**src/rtl/lsu_pkg.sv**
```systemverilog
// rtl/lsu_pkg.sv - shared states, funct3 codes and byte-enable/alignment helpers for the LSU
package lsu_pkg;

  typedef enum logic [1:0] {IDLE, REQ, RSP, DONE} lsu_state_e;

  localparam logic [2:0] F3_B  = 3'b000;
  localparam logic [2:0] F3_H  = 3'b001;
  localparam logic [2:0] F3_W  = 3'b010;
  localparam logic [2:0] F3_BU = 3'b100;
  localparam logic [2:0] F3_HU = 3'b101;

  // funct3[1:0] carries the access size for both signed and unsigned codes
  function automatic logic [3:0] be_gen(input logic [2:0] funct3, input logic [1:0] a);
    case (funct3[1:0])
      2'b00:   return 4'b0001 << a;
      2'b01:   return a[1] ? 4'b1100 : 4'b0011;
      default: return 4'b1111;
    endcase
  endfunction

  function automatic logic is_misaligned(input logic [2:0] funct3, input logic [1:0] a);
    case (funct3[1:0])
      2'b00:   return 1'b0;
      2'b01:   return a[0];
      default: return a != 2'b00;
    endcase
  endfunction

endpackage

```
**src/rtl/lsu_lane_align.sv**
```systemverilog
// rtl/lsu_lane_align.sv - store lane replication and load lane extraction/extension
module lsu_lane_align
  import lsu_pkg::*;
(
  input  logic [2:0]  funct3_i,
  input  logic [1:0]  addr_lo_i,
  input  logic [31:0] store_data_i,
  input  logic [31:0] rdata_i,
  output logic [31:0] store_lanes_o,
  output logic [31:0] load_data_o
);

  logic [7:0]  byte_sel;
  logic [15:0] half_sel;

  always_comb begin
    case (addr_lo_i)
      2'd0:    byte_sel = rdata_i[7:0];
      2'd1:    byte_sel = rdata_i[15:8];
      2'd2:    byte_sel = rdata_i[23:16];
      default: byte_sel = rdata_i[31:24];
    endcase
    half_sel = addr_lo_i[1] ? rdata_i[31:16] : rdata_i[15:0];

    case (funct3_i[1:0])
      2'b00:   store_lanes_o = {4{store_data_i[7:0]}};
      2'b01:   store_lanes_o = {2{store_data_i[15:0]}};
      default: store_lanes_o = store_data_i;
    endcase

    case (funct3_i)
      F3_B:    load_data_o = {{24{byte_sel[7]}}, byte_sel};
      F3_BU:   load_data_o = {24'h0, byte_sel};
      F3_H:    load_data_o = {{16{half_sel[15]}}, half_sel};
      F3_HU:   load_data_o = {16'h0, half_sel};
      default: load_data_o = rdata_i;
    endcase
  end

endmodule

```
**src/rtl/load_store_unit.sv**
```systemverilog
// rtl/load_store_unit.sv - MEM-stage data bus initiator; LSU_MISALIGN_TRAP_EN turns misaligned ops into bus-free faults
module load_store_unit
  import lsu_pkg::*;
#(
  parameter int ADDR_W      = 32,
  parameter int RSP_TIMEOUT = 16
) (
  input  logic              clk,
  input  logic              rst,
  input  logic              op_valid,
  input  logic              op_we,
  input  logic [2:0]        op_funct3,
  input  logic [ADDR_W-1:0] op_addr,
  input  logic [31:0]       op_wdata,
  output logic              stall,
  output logic              done,
  output logic [31:0]       load_data,
  output logic              bus_err,
  output logic              misaligned,
  output logic              req_valid,
  input  logic              req_ready,
  output logic              req_we,
  output logic [ADDR_W-1:0] req_addr,
  output logic [3:0]        req_be,
  output logic [31:0]       req_wdata,
  input  logic              rsp_valid,
  input  logic [31:0]       rsp_rdata
);

  localparam int CNT_W = $clog2(RSP_TIMEOUT + 1);

  lsu_state_e        state_q;
  logic [2:0]        f3_q;
  logic [1:0]        addr_lo_q;
  logic [CNT_W-1:0]  cnt_q, cnt_d;
  logic              req_valid_q, req_we_q, done_q, bus_err_q;
  logic [ADDR_W-1:0] req_addr_q;
  logic [3:0]        req_be_q;
  logic [31:0]       req_wdata_q, load_data_q;
  logic [2:0]        align_f3;
  logic [1:0]        align_a;
  logic [31:0]       store_lanes, load_ext;

  // One aligner serves both directions: op fields while IDLE, latched fields afterwards
  assign align_f3 = (state_q == IDLE) ? op_funct3 : f3_q;
  assign align_a  = (state_q == IDLE) ? op_addr[1:0] : addr_lo_q;
  assign cnt_d    = cnt_q + CNT_W'(1);

  lsu_lane_align u_align (
    .funct3_i     (align_f3),
    .addr_lo_i    (align_a),
    .store_data_i (op_wdata),
    .rdata_i      (rsp_rdata),
    .store_lanes_o(store_lanes),
    .load_data_o  (load_ext)
  );

`ifdef LSU_MISALIGN_TRAP_EN
  logic misaligned_q;
  assign misaligned = misaligned_q;
`else
  assign misaligned = 1'b0;
`endif

  always_ff @(posedge clk) begin
    if (rst) begin
      state_q     <= IDLE;
      f3_q        <= 3'b000;
      addr_lo_q   <= 2'b00;
      cnt_q       <= '0;
      req_valid_q <= 1'b0;
      req_we_q    <= 1'b0;
      req_addr_q  <= '0;
      req_be_q    <= 4'b0000;
      req_wdata_q <= 32'h0;
      done_q      <= 1'b0;
      bus_err_q   <= 1'b0;
      load_data_q <= 32'h0;
`ifdef LSU_MISALIGN_TRAP_EN
      misaligned_q <= 1'b0;
`endif
    end else begin
      done_q <= 1'b0;
      case (state_q)
        IDLE: begin
          if (op_valid) begin
            f3_q        <= op_funct3;
            addr_lo_q   <= op_addr[1:0];
            cnt_q       <= '0;
            req_we_q    <= op_we;
            req_addr_q  <= {op_addr[ADDR_W-1:2], 2'b00};
            req_be_q    <= be_gen(op_funct3, op_addr[1:0]);
            req_wdata_q <= store_lanes;
            bus_err_q   <= 1'b0;
            load_data_q <= 32'h0;
`ifdef LSU_MISALIGN_TRAP_EN
            misaligned_q <= is_misaligned(op_funct3, op_addr[1:0]);
            if (is_misaligned(op_funct3, op_addr[1:0])) begin
              done_q  <= 1'b1;
              state_q <= DONE;
            end else begin
              req_valid_q <= 1'b1;
              state_q     <= REQ;
            end
`else
            req_valid_q <= 1'b1;
            state_q     <= REQ;
`endif
          end
        end
        REQ: begin
          if (req_ready) begin
            req_valid_q <= 1'b0;
            if (req_we_q) begin
              done_q  <= 1'b1;
              state_q <= DONE;
            end else begin
              state_q <= RSP;
            end
          end
        end
        RSP: begin
          cnt_q <= cnt_d;
          // A response arriving on the limit cycle still wins over the timeout
          if (rsp_valid) begin
            load_data_q <= load_ext;
            done_q      <= 1'b1;
            state_q     <= DONE;
          end else if (cnt_d == CNT_W'(RSP_TIMEOUT)) begin
            bus_err_q   <= 1'b1;
            load_data_q <= 32'h0;
            done_q      <= 1'b1;
            state_q     <= DONE;
          end
        end
        DONE: state_q <= IDLE;
      endcase
    end
  end

  assign stall     = op_valid && (state_q != DONE);
  assign done      = done_q;
  assign load_data = load_data_q;
  assign bus_err   = bus_err_q;
  assign req_valid = req_valid_q;
  assign req_we    = req_we_q;
  assign req_addr  = req_addr_q;
  assign req_be    = req_be_q;
  assign req_wdata = req_wdata_q;

endmodule
```
**config.mk**
```make
export PLATFORM = sky130hd
export DESIGN_NAME = load_store_unit
export DESIGN_NICKNAME = d
export VERILOG_FILES = /design/src/rtl/lsu_pkg.sv /design/src/rtl/lsu_lane_align.sv /design/src/rtl/load_store_unit.sv
export SDC_FILE = /design/constraint.sdc
export NUM_CORES = 1
export LEC_CHECK = 0
export ABC_CLOCK_PERIOD_IN_PS = 2700
export BUFFER_PORTS_ARGS = -buffer_cell sky130_fd_sc_hd__buf_2
export CAP_MARGIN = 15
export CORE_ASPECT_RATIO = 1.2
export CORE_MARGIN = 10
export CORE_UTILIZATION = 47
export CTS_CLUSTER_DIAMETER = 30
export CTS_CLUSTER_SIZE = 16
export DETAILED_ROUTE_END_ITERATION = 6
export PLACE_DENSITY_LB_ADDON = 0.15
export RECOVER_POWER = 100
export SYNTH_ARGS = -nofsm -noshare
export SYNTH_HDL_FRONTEND = slang
export SYNTH_SLANG_ARGS = --single-unit
```
**constraint.sdc**
```tcl
create_clock -name clk -period 2.7 [get_ports clk]
set_input_delay 0.54 -clock clk [delete_from_list [all_inputs] [get_ports clk]]
set_output_delay 0.54 -clock clk [all_outputs]
set_load 0.01 [all_outputs]
```
==> results.json <==
{
  "status": "finished clean",
  "dr.pass1.iters": 5,
  "cp.arrival_ps": 2790,
  "avgSynthCellArea_um2": 8.541,
  "start_kind": "flop",
  "io_pins": 211,
  "reg2reg_depth": 8,
  "met2WireLength_mm": 8.042,
  "fin_ws_ps": 250.6,
  "cp_top_family": "compound AO/OA/AOI/OAI gates",
  "min_path_type": "input pin to flop",
  "clock_sinks": 114,
  "clk_pin_slew_ps": 50,
  "reg2reg_to": "load_data[9]$_SDFFE_PP0P_",
  "yosysWarnings": 0,
  "htreeDepth": 4,
  "r2r_start": "state_q[0]$_SDFFE_PP0P_",
  "hold_path_end": "req_addr[14]$_SDFFE_PP0P_",
  "start_util_pct": 47.99,
  "grt_max_degree": 84,
  "area_growth_pct": 30.09,
  "grt_pass1_vias": 5288,
  "finalWirelength_mm": 17.11,
  "finalHoldViolCount": 0,
  "max_stage_delay_ps": 620,
  "portBuffers": 207,
  "die_x_um": 114.4,
  "cts_tree": "done",
  "clk_path_buf_depth": 2,
  "dp_cells": 894,
  "setup_viol": 0,
  "fp.dieH_um": 133.2,
  "detailedPlace.worstSlack_ps": 157.5,
  "p_per_area_nw_per_um2": 1066,
  "crit_top_cell": "inv_1",
  "ctsResizeCount": 0,
  "via_per_inst": 5.680,
  "cts_setup_buffers": 0,
  "fin_setup_tns_ps": 0,
  "async_flop_share_pct": 0,
  "grt.overflow.total": 0,
  "path_class": "flop to flop",
  "gp_congestion": 0.8710,
  "slew_headroom_pct": 41.13,
  "finalNetCount": 894,
  "ant_nets": 0,
  "cts_hold_buf": 0,
  "fin_crit_sh_pct": 90.72,
  "rrSetupSlack_ps": 250,
  "grt_pass1_wl_mm": 26.37,
  "ys_ff_latch": 114,
  "worstMarginPinSlew_ps": 879.0,
  "worstHoldStart": "op_addr[14]",
  "fmax_mhz": 408.3,
  "clock_skew_ps": 5.449,
  "grt.total_usage_pct": 21.06,
  "routed.top_layer": "met4",
  "syn_area_um2": 5022,
  "finalPower_uw": 6967,
  "vias": 5254,
  "hpwlAfterDp_mm": 12.64,
  "worstHoldPathCells": 3,
  "m1WireLength_mm": 6.840,
  "row_count": 41,
  "drt_iter0_markers": 485,
  "syn_inst": 588,
  "finalNonFillerCells": 925,
  "timing.final.crit_period_ps": 2449,
  "clock-root-buffer": "clkbuf_16",
  "drcViolationCount": 0,
  "worst_setup_path_end_kind": "flop",
  "routedWlPerCell_um": 18.50,
  "diodes": 0,
  "maxCapViolCount": 0,
  "slew_violations": 0,
  "cellLeakagePower_uw": 0.002669,
  "layout_common_cells": "128 x nand2_1, 114 x dfxtp_1, 108 x clkbuf_1",
  "ir_drop_v": 0.0005608,
  "dieArea_um2": 15240,
  "synth_edf_count": 0,
  "drive_gt1_share_pct": 19.97,
  "numCtsBuffers": 17,
  "core_um2": 10470,
  "critPathMaxFanout": 32,
  "synth.distinct_cells": 49,
  "crit_buf_inv": 4,
  "antenna_found_initial": 0,
  "required_ps": 3040,
  "fillers": 1022,
  "synth_seq_area_share_pct": 45.44,
  "synth-main-ff-cell": "dfxtp_1",
  "clock_latency_ps": 400,
  "layout_commonest_cell": "nand2_1",
  "wl_met3_mm": 1.848,
  "cp_slowest_cell": "o21ai_0",
  "cp_cell_sequence": "inv_1 -> ha_2 -> clkbuf_1 -> o21ai_0 -> inv_1 -> a21oi_1 -> buf_4 -> a221o_1",
  "rsz0062_at_grt": "false"
}
logic make-up (layout without fill, tap and decap cells):
| logic type | count (synthesis) | in the layout | synth area share, % |
|---|---|---|---|
| adders and majority gates | 5 | 5 | 1.246 |
| AOI/OAI and AO/OA | 178 | 178 | 25.41 |
| muxes | 19 | 19 | 5.182 |
| and+or+nand+nor | 217 | 217 | 17.81 |
| DFF | 114 | 114 | 45.44 |
| other | 1 | 3 | 0.07467 |
| buffers and inverters | 54 | 260 | 4.833 |
sequential cells by signal (all words and copies together), names as in the netlist, 2 cells and up:
signal,flops
load_data,32
f3_q,3
cnt_q,5
req_addr,30
addr_lo_q,2
req_be,4
req_wdata,32
state_q,2
worst max-delay path by stage:
stage / start / to / slack, ps / cells after the start
after floorplan: state_q[0]$_SDFFE_PP0P_ / load_data[1]$_SDFFE_PP0P_ / 460 / 8
after global placement: state_q[0]$_SDFFE_PP0P_ / load_data[28]$_SDFFE_PP0P_ / 260 / 8
after detailed placement: state_q[0]$_SDFFE_PP0P_ / load_data[22]$_SDFFE_PP0P_ / 160 / 8
after CTS: state_q[0]$_SDFFE_PP0P_ / load_data[17]$_SDFFE_PP0P_ / 150 / 8
after global routing: state_q[0]$_SDFFE_PP0P_ / req_wdata[5]$_SDFFE_PP0P_ / 70 / 7
final: state_q[0]$_SDFFE_PP0P_ / load_data[9]$_SDFFE_PP0P_ / 250 / 8
metrics by stage:
step           util (%)  hold slack [ps]  instance area [um^2]
2_1_floorplan         -            449.3                  5030
3_3_place_gp      58.68            438.7                  6141
3_5_place_dp      58.68            443.0                  6141
4_1_cts           63.81            361.6                  6678
5_1_grt           62.43            369.6                  6534
6_report          62.43            373.1                  6534
metal layers:
| layer | up-vias | track usage, % |
|---|---|---|
| li1 | 2510 | - |
| met1 | 2428 | 23.61 |
| met2 | 287 | 34.76 |
| met3 | 29 | 8.670 |
| met4 | 0 | 7.810 |
| met5 | - | 0 |
area by class of cell:
type	instances	area, um^2	share of cell area, %
inverter	7	26.28	0.4021
multi-input combinational	422	2509	38.40
timing repair buffer	222	1018	15.59
clock inverter	11	90.09	1.379
sequential	114	2282	34.93
tap	129	161.4	2.470
clock buffer	20	446.7	6.836
cell usage after synthesis, types with 6 or more instances:
| cell | instances | area (um^2) |
|---|---|---|
| nand2b_1 | 6 | 37.54 |
| a222oi_1 | 8 | 80.08 |
| nor3_1 | 7 | 35.03 |
| inv_1 | 6 | 22.52 |
| nor2_1 | 56 | 210.2 |
| a21o_1 | 8 | 60.06 |
| mux2i_1 | 11 | 110.1 |
| a221o_1 | 22 | 220.2 |
| o2bb2ai_1 | 8 | 70.07 |
| nand2_1 | 128 | 480.5 |
| a211oi_1 | 12 | 90.09 |
| a21oi_1 | 58 | 290.3 |
| dfxtp_1 | 114 | 2282 |
| o21ai_0 | 13 | 65.06 |
| clkbuf_1 | 32 | 120.1 |
| nor2b_1 | 6 | 37.54 |
| a311oi_1 | 16 | 140.1 |
| o22ai_1 | 8 | 50.05 |
worst min-delay path, cell delays in order:
cell,delay [ps]
buf_2,90
nand2_1,40
a21oi_1,50
power breakdown:
part	switching (uW)	total, uW	internal (uW)
Sequential	200	2210	2010
Combinational	1740	2730	989
Clock	757	2030	1270
Total	2700	6970	4270
(Power assumes the default switching activity.)
